### src/rtl/sprite_fetch_sched.sv
// Per-scanline sprite row fetch scheduler: checks each sprite against the next
// scanline, fetches 4 bitmap bytes per hit into shadow rows, then commits all
// rows atomically at the end of the line.
module sprite_fetch_sched #(
    parameter int NSPR = 2,
    parameter int ROWS = 32
) (
    input  logic                 CLK,
    input  logic                 Rst_n,
    input  logic                 LineStart,
    input  logic [9:0]           YNext,
    input  logic [10*NSPR-1:0]   SprY,
    input  logic [NSPR-1:0]      SprEn,
    output logic                 MemReq,
    output logic [2:0]           MemSel,
    output logic [6:0]           MemAddr,
    input  logic [7:0]           MemData,
    output logic [32*NSPR-1:0]   RowBits,
    output logic [NSPR-1:0]      RowValid,
    output logic                 Busy,
    output logic                 Done,
    output logic                 Overrun
);

    localparam logic [2:0]  LAST   = 3'(NSPR - 1);
    localparam logic [10:0] ROWS_W = 11'(ROWS);

    typedef enum logic [1:0] {IDLE, CHECK, FETCH, DRAIN} state_t;

    state_t              state_q, state_d;
    logic [2:0]          idx_q;
    logic [1:0]          word_q;
    logic [4:0]          ys_q;
    logic [9:0]          ynext_q;
    logic [10*NSPR-1:0]  spry_q;
    logic [NSPR-1:0]     spren_q;
    logic                cap_vld_q;
    logic [2:0]          cap_idx_q;
    logic [1:0]          cap_word_q;
    logic [32*NSPR-1:0]  shadow_q, shadow_d;
    logic [NSPR-1:0]     shvld_q, shvld_d;
    logic [32*NSPR-1:0]  rowbits_q;
    logic [NSPR-1:0]     rowvld_q;
    logic                done_q, overrun_q;

    logic [9:0]          ysel, ys_cur;
    logic                esel, hit, last;

    // Select the current sprite's latched Y/enable and evaluate the line hit
    always_comb begin
        ysel = '0;
        esel = 1'b0;
        for (int unsigned i = 0; i < NSPR; i++) begin
            if (idx_q == 3'(i)) begin
                ysel = spry_q[10*i +: 10];
                esel = spren_q[i];
            end
        end
        ys_cur = ynext_q - ysel;
        hit    = esel && ({1'b0, ys_cur} < ROWS_W);
        last   = (idx_q == LAST);
    end

    // State register
    always_ff @(posedge CLK) begin
        if (!Rst_n) state_q <= IDLE;
        else        state_q <= state_d;
    end

    // Next-state logic; a LineStart in any state (re)starts at sprite 0
    always_comb begin
        state_d = state_q;
        unique case (state_q)
            IDLE:  state_d = IDLE;
            CHECK: state_d = hit ? FETCH : (last ? DRAIN : CHECK);
            FETCH: state_d = (word_q == 2'd3) ? (last ? DRAIN : CHECK) : FETCH;
            DRAIN: state_d = IDLE;
            default: state_d = IDLE;
        endcase
        if (LineStart) state_d = CHECK;
    end

    // Output decode: memory strobe only in FETCH, select/address zeroed otherwise
    always_comb begin
        MemReq  = (state_q == FETCH);
        MemSel  = '0;
        MemAddr = '0;
        if (MemReq) begin
            MemSel  = idx_q;
            MemAddr = {ys_q, word_q};
        end
        Busy = (state_q != IDLE);
    end

    // Shadow update: capture returning bytes, clear rows of missed sprites.
    // A LineStart suppresses both so nothing from an aborted line lands.
    always_comb begin
        shadow_d = shadow_q;
        shvld_d  = shvld_q;
        if (!LineStart) begin
            for (int unsigned i = 0; i < NSPR; i++) begin
                for (int unsigned w = 0; w < 4; w++) begin
                    if (cap_vld_q && cap_idx_q == 3'(i) && cap_word_q == 2'(w))
                        shadow_d[32*i + 24 - 8*w +: 8] = MemData;
                end
                if (state_q == CHECK && idx_q == 3'(i)) begin
                    shvld_d[i] = hit;
                    if (!hit) shadow_d[32*i +: 32] = '0;
                end
            end
        end
    end

    // Datapath registers: input latches, sprite/word counters, capture pipe, commit
    always_ff @(posedge CLK) begin
        if (!Rst_n) begin
            idx_q      <= '0;
            word_q     <= '0;
            ys_q       <= '0;
            ynext_q    <= '0;
            spry_q     <= '0;
            spren_q    <= '0;
            cap_vld_q  <= 1'b0;
            cap_idx_q  <= '0;
            cap_word_q <= '0;
            shadow_q   <= '0;
            shvld_q    <= '0;
            rowbits_q  <= '0;
            rowvld_q   <= '0;
            done_q     <= 1'b0;
            overrun_q  <= 1'b0;
        end else begin
            done_q     <= 1'b0;
            overrun_q  <= 1'b0;
            shadow_q   <= shadow_d;
            shvld_q    <= shvld_d;
            cap_vld_q  <= MemReq && !LineStart;
            cap_idx_q  <= idx_q;
            cap_word_q <= word_q;
            if (LineStart) begin
                ynext_q   <= YNext;
                spry_q    <= SprY;
                spren_q   <= SprEn;
                idx_q     <= '0;
                word_q    <= '0;
                overrun_q <= (state_q != IDLE);
            end else begin
                unique case (state_q)
                    CHECK: begin
                        word_q <= '0;
                        if (hit)       ys_q  <= ys_cur[4:0];
                        else if (!last) idx_q <= idx_q + 3'd1;
                    end
                    FETCH: begin
                        word_q <= word_q + 2'd1;
                        if (word_q == 2'd3 && !last) idx_q <= idx_q + 3'd1;
                    end
                    // The final byte lands in DRAIN, so commit the next-shadow value
                    DRAIN: begin
                        rowbits_q <= shadow_d;
                        rowvld_q  <= shvld_d;
                        done_q    <= 1'b1;
                    end
                    default: ;
                endcase
            end
        end
    end

    assign RowBits  = rowbits_q;
    assign RowValid = rowvld_q;
    assign Done     = done_q;
    assign Overrun  = overrun_q;

endmodule

### config.mk
export PLATFORM = sky130hd
export DESIGN_NAME = sprite_fetch_sched
export DESIGN_NICKNAME = d
export VERILOG_FILES = /design/src/rtl/sprite_fetch_sched.sv
export SDC_FILE = /design/constraint.sdc
export NUM_CORES = 1
export LEC_CHECK = 0
export ABC_AREA = 1
export BUFFER_PORTS_ARGS = -buffer_cell sky130_fd_sc_hd__buf_4
export CAP_MARGIN = 20
export CORE_MARGIN = 8
export CORE_UTILIZATION = 55
export CTS_CLUSTER_DIAMETER = 50
export DETAILED_ROUTE_END_ITERATION = 12
export PLACE_DENSITY = 0.78
export SYNTH_ARGS = -nofsm -noshare
export SYNTH_HDL_FRONTEND = slang
export SYNTH_SLANG_ARGS = --single-unit
### constraint.sdc
create_clock -name CLK -period 5.8 [get_ports CLK]
set_input_delay 1.16 -clock CLK [delete_from_list [all_inputs] [get_ports CLK]]
set_output_delay 1.16 -clock CLK [all_outputs]
set_load 0.02 [all_outputs]
==> results <==
- The run finished with clean final reports.
- IR analysis of the VDD net gives a maximum drop of 0.2144 mV.
- The clock network power share is 41.8%.
- The area of the mapped netlist is 8009 um^2.
- The worst hold path begins at shadow_q[39].
- The total negative setup slack is 0 ps.
- TritonCTS built the clock tree.
- The smallest clock period supported by the final layout is computed as 3466 ps.
- The initial cell density of the core is 55.74%.
- The clock-pin slew on the worst setup and hold paths is 70 ps.
- The die boundary width is 136.7 um.
- The share of the Yosys chip area taken by registers is 45.99%.
- The critical path goes through ha_1, nand2_1, o21ai_0, ha_1, inv_1, fa_1, nand3_1, nand3_1, nand2_1, nand2_1, nand2_1, nand2_1, nor2_4, nand3_4, nand2_4, nand2_1, a21oi_1.
- In this run the worst setup path begins at idx_q[0].
- The count of buffers from port buffering is 122.
- The number of hold buffers added after CTS was 0.
- The analysis attributes to net switching a power of 0.6743 mW.
- The number of remaining DRC errors is 0.
- The cell with the largest stage delay on the worst path is dfxtp_1.
- The final-layout fill cell count is 1277.
- The final layout net count is 1197.
- The kind of end point of the critical path is a register.
- For the pin with the worst max-slew slack, the measured transition is 869.9 ps.
- In this run the tightest slew margin relative to its limit is 41.94%.
- Setup repair after global routing left no endpoint under its margin.
- The switching part of the total is 25.07%.
- In this run the count of I/O pins placed on the die edge is 123.
- The combinational fraction of design power is 10.0%.
- The final critical path takes up 59.76% of the cycle.
- The worst-skew pair later-pin latency is 430 ps.
- The chip height is 136.7 um.
- The distinct cell type count of the synthesized netlist is 39.
- The count of nets left with antenna violations after detail routing is 0.
- The average routed wire per standard cell is 14.79 um.
- The met1 track demand over resource is 28.06%.
- Counting stages on the worst path, the most repeated cell is nand2_1.
- STA classifies the critical path startpoint as a register.
- The critical path in this run is classified as reg -> reg.
- From synthesis to final layout, the design area changed by 17.25%.
- Dividing total power by cell area gives a power density of 286.5 nW/um^2.
- The number of setup buffers added after CTS is 0.
- The aggregate global-route resource usage is 21.30%.
- Counting every instance in the synthesized netlist gives 1052.
- At the worst endpoint, the required time is 6140 ps.
- The total overflow left after global routing is 0.
- The met3 global-route usage is 4.148%.
- The region available for standard cell placement spans 14370 um^2.
- The critical path data arrival time is 3800 ps.
- Across all layers, the routed design uses 7024 vias.
- After detailed routing, the number of vias per cell comes to 5.273.
- The internal power is 2.016 mW.
- The overall power of the completed layout is 2.690 mW.
- The CTS sink count is 184.
- The fraction of layout cells with a size suffix above 1 is 18.38%.
- The longest clock path from root to sink contains 2 buffers.
- The number of DRC markers in iteration 0 is 598.
- The largest stage delay on the critical path is 440 ps.
- The clock arrives with 8.605 ps of skew.
- The global routing stage identified its most utilized layer as met2.
- The first global-routing pass estimated 32310 um of wire.
- The class of the most critical hold timing path is reg -> reg.
- The max-slew violation count is 0.
- The wire-length estimate of the detail-placed layout is 13110 um.
- The sequential group share of total power is 48.2%.
- For this run, the detailed router's first-pass iteration total came to 5.
- The net count of the mapped netlist is 1114.
- The met2 usage in global routing is 34.27%.
- The maximum fanout along the worst path is 32.
- The mean post-synth cell area is 7.613 um^2.
- The number of antenna violations at the first check in global routing is 0.
- The clock buffer count from CTS is 17.
- The CTS root buffer is clkbuf_16.
- The via count of the first global-routing pass is 6605.
- The total of warnings raised by yosys is 0.
- The diode insertion count for antenna repair is 0.
- Wires add up to 19690 um.
- The H-tree depth is 4.
- The maximum number of pins on one net before global-route repair is 81.
- The number of endpoints failing setup at the final stage is 0.
- The number of synthesized register bits is 184.
- The highest clock rate is 288.5 MHz.
- The number of maximum-capacitance violations is 0.
- The hold violation total from the final report is 0.
- At the end of routability-driven placement, the weighted congestion stood at 0.8473.
- The die covers 18680 um^2.
- The leakage dissipation is 3.998 nW.
- In this run the core area contains 44 standard-cell rows.
- The worst register-to-register path begins at idx_q[0].
- The post-cts repair resize count is 0.
-- metrics by stage --
stage               hold WS, ps  util [%]  worst slack [ps]  instance area [um^2]  cells
floorplan                 428.6         -              2874                  8009   1052
global placement          440.6     61.33              2459                  8812   1300
detailed placement        445.0     61.33              2399                  8812   1300
CTS                       456.8     65.35              2332                  9390   1332
global route              464.2     65.35              2014                  9390   1332
finish                    455.4     65.35              2334                  9390   1332
-- cell families after synthesis --
group           Yosys count  synth area share, %
fa+ha+maj                19                3.062
compound gates          327                21.57
buf+inv                 150                8.796
simple gates            368                20.14
xor+xnor                  4               0.4375
flops                   184                45.99
-- cell usage in the layout (no fill, tap or decap), types with 23 or more instances in the layout --
cell	count
nand2_1	261
dfxtp_1	184
o21ai_0	168
buf_4	126
inv_1	83
a21oi_1	74
o21ai_1	59
nand2_2	34
nor2_1	32
nand3_1	23
-- power by group through the flow --
stage | Sequential, mW | Clock [mW] | Combinational (mW)
finish | 1.30 | 1.13 | 0.268
global route | 1.30 | 1.19 | 0.300
CTS | 1.30 | 1.13 | 0.268
detailed placement | 1.32 | 0 | 0.265
global placement | 1.32 | 0 | 0.262
floorplan | 1.33 | 0 | 0.186
-- routing by layer --
layer	routed length (um)	part of all wire [%]
met2	9126	46
met3	1034	5.3
met5	0	0
met1	9235	47
met4	299	1.5
-- layout make-up --
type / count / area, um^2 / area share (%)
flip-flops and latches: 184 / 3684 / 39.23
multi-input cells: 718 / 3621 / 38.56
repair buffers: 126 / 945.9 / 10.07
clock buffers: 22 / 484.2 / 5.157
inverters: 88 / 331.6 / 3.531
well taps: 184 / 230.2 / 2.452
clock inverters: 10 / 93.84 / 0.9993
-- worst paths after layout --
check / to / slack (ps) / cells past startpoint
worst max-delay path: RowBits[14] / 2330 / 17
worst max register to register: RowBits[14] / 2330 / 17
worst min-delay path: shadow_q[39] / 460 / 2
worst min register to register: shadow_q[39] / 460 / 2
-- critical path: cells and delay by family, from the launching register on --
family	cells	cell delay (ps)
and+or+nand+nor	11	1570
adders and majority gates	3	820
AOI/OAI and AO/OA	2	460
DFF	1	440
buffers and inverters	1	60
-- sequential cells by signal, indices dropped and copies added (netlist names), 3 cells and up --
| signal | cells |
|---|---|
| shadow_q | 64 |
| idx_q | 3 |
| ys_q | 5 |
| RowBits | 64 |
| ynext_q | 10 |
| cap_idx_q | 3 |
| spry_q | 20 |
-- cells in the mapped netlist, drive strengths merged --
library cell | instances | area (um^2)
a21oi | 76 | 387.9
nand3b | 1 | 7.510
dfxtp | 184 | 3684
clkinv | 2 | 7.510
nor3 | 1 | 5.000
inv | 86 | 322.8
clkbuf | 42 | 157.7
nand2 | 297 | 1224
fa | 1 | 20.02
nand3 | 26 | 152.7
ha | 18 | 225.2
dlygate4sd1 | 1 | 8.760
a22o | 19 | 166.4
nor2 | 37 | 171.4
a31oi | 2 | 12.51
nand4 | 4 | 25.02
nor3b | 1 | 18.77
xnor2 | 1 | 8.760
or2 | 1 | 8.760
xor2 | 3 | 26.28
buf | 14 | 145.1
a211oi | 1 | 7.510
o21ai | 229 | 1154
dlymetal6s2s | 5 | 62.56
Power figures use the tool's default switching activity.
